File: config.mk
export PLATFORM = sky130hd
export DESIGN_NAME = seg7_scan_mux
export DESIGN_NICKNAME = d
export VERILOG_FILES = /design/src/rtl/seg7_scan_mux.sv
export SDC_FILE = /design/constraint.sdc
export NUM_CORES = 1
export LEC_CHECK = 0
export CAP_MARGIN = 15
export CORE_ASPECT_RATIO = 0.9
export CORE_MARGIN = 10
export CORE_UTILIZATION = 48
export DETAILED_ROUTE_END_ITERATION = 7
export GPL_TIMING_DRIVEN = 1
export PLACE_DENSITY = 0.7
export SETUP_SLACK_MARGIN = 0.5
export SYNTH_ARGS = -nofsm -noshare
export SYNTH_HDL_FRONTEND = slang
export SYNTH_SLANG_ARGS = --single-unit
export TNS_END_PERCENT = 50
File: constraint.sdc
create_clock -name iCLK -period 3.9 [get_ports iCLK]
set_input_delay 0.78 -clock iCLK [delete_from_list [all_inputs] [get_ports iCLK]]
set_output_delay 0.78 -clock iCLK [all_outputs]
set_load 0.05 [all_outputs]
File: src/rtl/seg7_scan_mux.sv
// rtl/seg7_scan_mux.sv - time-multiplexed scan driver for common-anode 7-segment digits
//
// Purpose:
//   Walks through NUM_DIG digit slots of CLK_DIV cycles each. Every slot opens
//   with BLANK_CYC cycles where all selects are off, which prevents ghosting.
//   The rest of the slot drives the select for the current digit. The nibble and
//   decimal point for the slot are presented for the whole slot, so the
//   downstream segment lookup has settled before the select turns on. New
//   display words are taken into a shadow register and moved to the display
//   register only at a frame start, so a frame never mixes two words.
//
// Ports:
//   iCLK    in   1          system clock
//   iRST    in   1          synchronous active-high reset
//   iDATA   in   4*NUM_DIG  nibble k = digit k, digit 0 rightmost
//   iDP     in   NUM_DIG    decimal-point request per digit, active-high
//   iLOAD   in   1          strobe: capture iDATA/iDP into shadow
//   iLZ_EN  in   1          leading-zero suppression enable
//   oDIG    out  4          nibble to segment lookup
//   oDP     out  1          decimal point, active-low
//   oSEL    out  NUM_DIG    digit selects, active-low, one-cold or all ones
//   oFRAME  out  1          pulse on first cycle of digit 0's slot

module seg7_scan_mux #(
  parameter int NUM_DIG   = 8,
  parameter int CLK_DIV   = 50000,
  parameter int BLANK_CYC = 500
) (
  input  logic                   iCLK,
  input  logic                   iRST,
  input  logic [4*NUM_DIG-1:0]   iDATA,
  input  logic [NUM_DIG-1:0]     iDP,
  input  logic                   iLOAD,
  input  logic                   iLZ_EN,
  output logic [3:0]             oDIG,
  output logic                   oDP,
  output logic [NUM_DIG-1:0]     oSEL,
  output logic                   oFRAME
);

  localparam int CW = $clog2(CLK_DIV);
  localparam int IW = $clog2(NUM_DIG);

  typedef enum logic {
    BLANK = 1'b0,
    ON    = 1'b1
  } phase_t;

  phase_t                 r_phase;
  phase_t                 w_phase_nxt;
  logic [CW-1:0]          r_cnt;
  logic [IW-1:0]          r_idx;
  logic [4*NUM_DIG-1:0]   r_shadow;
  logic [NUM_DIG-1:0]     r_shadow_dp;
  logic [4*NUM_DIG-1:0]   r_disp;
  logic [NUM_DIG-1:0]     r_disp_dp;
  logic                   r_pending;

  logic                   w_slot_end;
  logic                   w_blank_end;
  logic                   w_last_dig;
  logic                   w_frame_wrap;
  logic [NUM_DIG-1:0]     w_sup;
  logic                   w_zero_run;
  logic [3:0]             w_dig;
  logic                   w_dp;
  logic                   w_sup_cur;
  logic [NUM_DIG-1:0]     w_sel_on;
  logic [NUM_DIG-1:0]     w_sel_nxt;
  logic                   w_frame_nxt;

  assign w_slot_end   = (r_cnt == CW'(CLK_DIV - 1));
  assign w_blank_end  = (r_cnt == CW'(BLANK_CYC - 1));
  assign w_last_dig   = (r_idx == IW'(NUM_DIG - 1));
  assign w_frame_wrap = w_slot_end && w_last_dig;
  assign w_frame_nxt  = (r_cnt == '0) && (r_idx == '0);

  // Phase FSM: BLANK covers cnt 0..BLANK_CYC-1, ON covers the rest of the slot.
  always_ff @(posedge iCLK) begin
    if (iRST) begin
      r_phase <= BLANK;
    end else begin
      r_phase <= w_phase_nxt;
    end
  end

  always_comb begin
    w_phase_nxt = r_phase;
    case (r_phase)
      BLANK:   if (w_blank_end) w_phase_nxt = ON;
      ON:      if (w_slot_end)  w_phase_nxt = BLANK;
      default: w_phase_nxt = BLANK;
    endcase
  end

  // Slot counter and digit index.
  always_ff @(posedge iCLK) begin
    if (iRST) begin
      r_cnt <= '0;
      r_idx <= '0;
    end else begin
      r_cnt <= w_slot_end ? '0 : r_cnt + CW'(1);
      if (w_slot_end) begin
        r_idx <= w_last_dig ? '0 : r_idx + IW'(1);
      end
    end
  end

  // Shadow/display double buffer. The load check comes after the frame
  // transfer, so a load on the frame-start edge lands in shadow and stays
  // pending for the following frame while disp takes the older shadow.
  always_ff @(posedge iCLK) begin
    if (iRST) begin
      r_shadow    <= '0;
      r_shadow_dp <= '0;
      r_disp      <= '0;
      r_disp_dp   <= '0;
      r_pending   <= 1'b0;
    end else begin
      if (w_frame_wrap && r_pending) begin
        r_disp    <= r_shadow;
        r_disp_dp <= r_shadow_dp;
        r_pending <= 1'b0;
      end
      if (iLOAD) begin
        r_shadow    <= iDATA;
        r_shadow_dp <= iDP;
        r_pending   <= 1'b1;
      end
    end
  end

  // Leading-zero map: walk down from the top digit while nibbles and points
  // are all zero. Digit 0 is left out so it always lights.
  always_comb begin
    w_sup      = '0;
    w_zero_run = 1'b1;
    for (int k = NUM_DIG - 1; k >= 1; k--) begin
      w_zero_run = w_zero_run && (r_disp[4*k +: 4] == 4'd0) && !r_disp_dp[k];
      w_sup[k]   = w_zero_run;
    end
  end

  // Per-slot data select.
  always_comb begin
    w_dig     = 4'd0;
    w_dp      = 1'b0;
    w_sup_cur = 1'b0;
    w_sel_on  = '1;
    for (int k = 0; k < NUM_DIG; k++) begin
      if (r_idx == IW'(k)) begin
        w_dig       = r_disp[4*k +: 4];
        w_dp        = r_disp_dp[k];
        w_sup_cur   = w_sup[k];
        w_sel_on[k] = 1'b0;
      end
    end
  end

  always_comb begin
    w_sel_nxt = '1;
    if ((r_phase == ON) && !(iLZ_EN && w_sup_cur)) begin
      w_sel_nxt = w_sel_on;
    end
  end

  // Registered outputs, one cycle behind the slot state.
  always_ff @(posedge iCLK) begin
    if (iRST) begin
      oDIG   <= 4'd0;
      oDP    <= 1'b1;
      oSEL   <= '1;
      oFRAME <= 1'b0;
    end else begin
      oDIG   <= w_dig;
      oDP    <= ~w_dp;
      oSEL   <= w_sel_nxt;
      oFRAME <= w_frame_nxt;
    end
  end

endmodule

==> impl_metrics.yaml <==
floorplanning:
  rows: 34
  design.core.area_sq_um: 9780
  io_pins: 58
  fp.dieW_um: 126
  die_y_um: 115
  start_util: 0.495
  dieArea_sq_um: 14500
cells_and_area:
  drive_above_1_share: 0.0752
  layout.nets: 665
  fillers: 842
  fin_util: 0.609
  num_antenna_cells: 0
  synthToLayoutAreaGrowth_pct: 22.9
sta:
  fmax_mhz: 373
  setup_violations: 0
  setup_ws_ns: 1.22
  setup_tns_ns: 0
  drv_slew: 0
  holdWs_ns: 0.449
  grt_setup_unrepaired: "false"
  min_period_over_period: 0.687
  finClkSkew_ns: 0.00854
  slew_headroom: 0.410
  period_needed_ns: 2.68
  tightest_slew_ns: 0.885
  hold_viol: 0
power:
  netSwitchingFraction: 0.206
  switchingPower_mw: 0.573
  combPwrFrac: 0.048
  power.share.sequential: 0.440
  vdd_ir_drop_max_mv: 0.337
  clkPwrFrac: 0.513
  cellLeakagePower_nw: 2.26
  totalPowerFinal_mw: 2.79
  p_int_mw: 2.21
  powerDensity_nw_per_um2: 468
synthesis:
  synth.top_cell.area_share: 0.475
  synth_top_area_cell: "dfxtp_1"
  synth_nets: 623
  synth_cell_types: 45
  synth_area_leaders: "dfxtp_1, mux2i_1, nand2_1, a21oi_1, nor2_1"
  synth_area_sq_um: 4850
  syn_area_per_cell_sq_um: 8.49
  ys_async_sr_fraction: 0
  yosysSeqAreaShare: 0.475
  synth.most_common_cell: "dfxtp_1"
  ys.warnings.count: 0
  synth_seq_cells: 115
  syn_inst: 571
  ys_top_cells_by_count: "dfxtp_1, nand2_1, nor2_1"
  synth_flop_cell: "dfxtp_1"
  synth-edff-count: 0
grt:
  antenna_found_initial: 0
  grt_pass1_vias: 3868
  grt_usage: 0.151
  grt_max_degree: 52
  grt_pass1_wl_um: 18400
  overflow: 0
outcome:
  status: "complete, no violations"
hold_path:
  hp-class: "register to register"
route:
  ant_nets: 0
  avgRoutedWirePerCell_um: 14.5
  vias_per_cell: 5.28
  drtIter0Drc: 361
  vias: 3968
  wl_um: 10900
  dr.pass1.iters: 5
  drc: 0
placed_design:
  pre_cts_slack_ns: 1.22
  port_buffers: 57
  dp_hpwl_um: 7500
  gp_congestion: 0.921
critical_path:
  path_class: "register to register"
  end_kind: "register"
  crit_arrival_ns: 3.00
  cp_max_fo: 22
  required_ns: 4.22
  startpoint_type: "register"
cts:
  cts_tree: "built"
  cts_made_buffers: 17
  cts_resized: 0
  clock_path_buffers: 2
  insertion_delay_ns: 0.41
  htree_levels: 4
  postCtsHoldBufs: 0
  clk_pin_slew_worst_paths_ns: 0.05
  ctsRootBufferMaster: "clkbuf_16"
  cts_sinks: 115
  cts_setup_buffers: 0
flow_run:
  maxCapViolCount: 0
[final timing paths]
check	slack, ns	end	depth (start not counted)	start
worst max-delay path	1.22	r_disp[18]$_SDFFE_PP0P_	6	r_cnt[4]$_SDFF_PP0_
worst min-delay path	0.45	r_disp_dp[0]$_SDFFE_PP0P_	2	r_disp_dp[0]$_SDFFE_PP0P_
worst max register to register	1.22	r_disp[18]$_SDFFE_PP0P_	6	r_cnt[4]$_SDFF_PP0_
worst min register to register	0.45	r_disp_dp[0]$_SDFFE_PP0P_	2	r_disp_dp[0]$_SDFFE_PP0P_
[power groups by stage]
stage / combinational (mW) / clock (mW) / sequential (mW)
floorplan: 0.0748 / 0 / 1.25
global placement: 0.129 / 0 / 1.25
detailed placement: 0.132 / 0 / 1.25
CTS: 0.133 / 1.45 / 1.22
global route: 0.146 / 1.50 / 1.23
finish: 0.133 / 1.43 / 1.22
[worst max-delay path, stage by stage, from the launching register on]
cell and delay [ns]:
dfxtp_1 0.35, or4_4 0.57, nor4_4 0.36, and4_1 0.74, buf_4 0.35, nand2_1 0.07, a21oi_1 0.14
[logic make-up (layout without fill, tap and decap cells)]
family                   count (synthesis)  after routing  share of synthesized area
multiplexers                            40             40                     0.0826
flip-flops                             115            115                      0.475
buffers and inverters                   62            116                     0.0607
XOR/XNOR                                14             14                     0.0253
AO/OA/AOI/OAI                           98             98                      0.119
adder cells (fa/ha/maj)                  8              8                     0.0207
AND/OR/NAND/NOR                        234            234                      0.217
[through the flow]
step	instance area, sq um	std cells
2_1_floorplan	4850	571
3_3_place_gp	5390	719
3_5_place_dp	5390	719
4_1_cts	5940	750
5_1_grt	5960	751
6_report	5960	751
[placed cells by master (no fill, tap or decap), drive strengths merged, types with 9 or more instances in the layout]
cell           Yosys  layout
dfxtp            115     115
nand2            104     104
nor2              77      77
a21oi             61      61
clkdlybuf4s50      0      55
mux2i             40      40
clkbuf            25      26
inv               23      23
xnor2              9       9
nor4               9       9
[routing by layer]
metal  wire [um]  track usage  up-vias
li1            -            -     2019
met1        5190        0.194     1802
met2        4840        0.232      138
met3         763       0.0492        9
met4         120       0.0591        0
met5           0            0        -
[final cells by class]
class	instances	area [sq um]	share of cell area
clock buffers	26	499	0.0838
clock inverters	5	50.0	0.00840
inverters	23	86.3	0.0145
multi-input cells	394	2250	0.378
flip-flops and latches	115	2300	0.386
well taps	126	158	0.0265
repair buffers	62	611	0.102
[state kept, by name (all words and copies together), names as in the netlist]
register	cells
r_disp	32
r_shadow	32
r_cnt	16
oSEL	8
r_disp_dp	8
r_shadow_dp	8
oDIG	4
r_idx	3
oDP	1
oFRAME	1
r_pending	1
r_phase	1
Power figures use the tool's default switching activity.
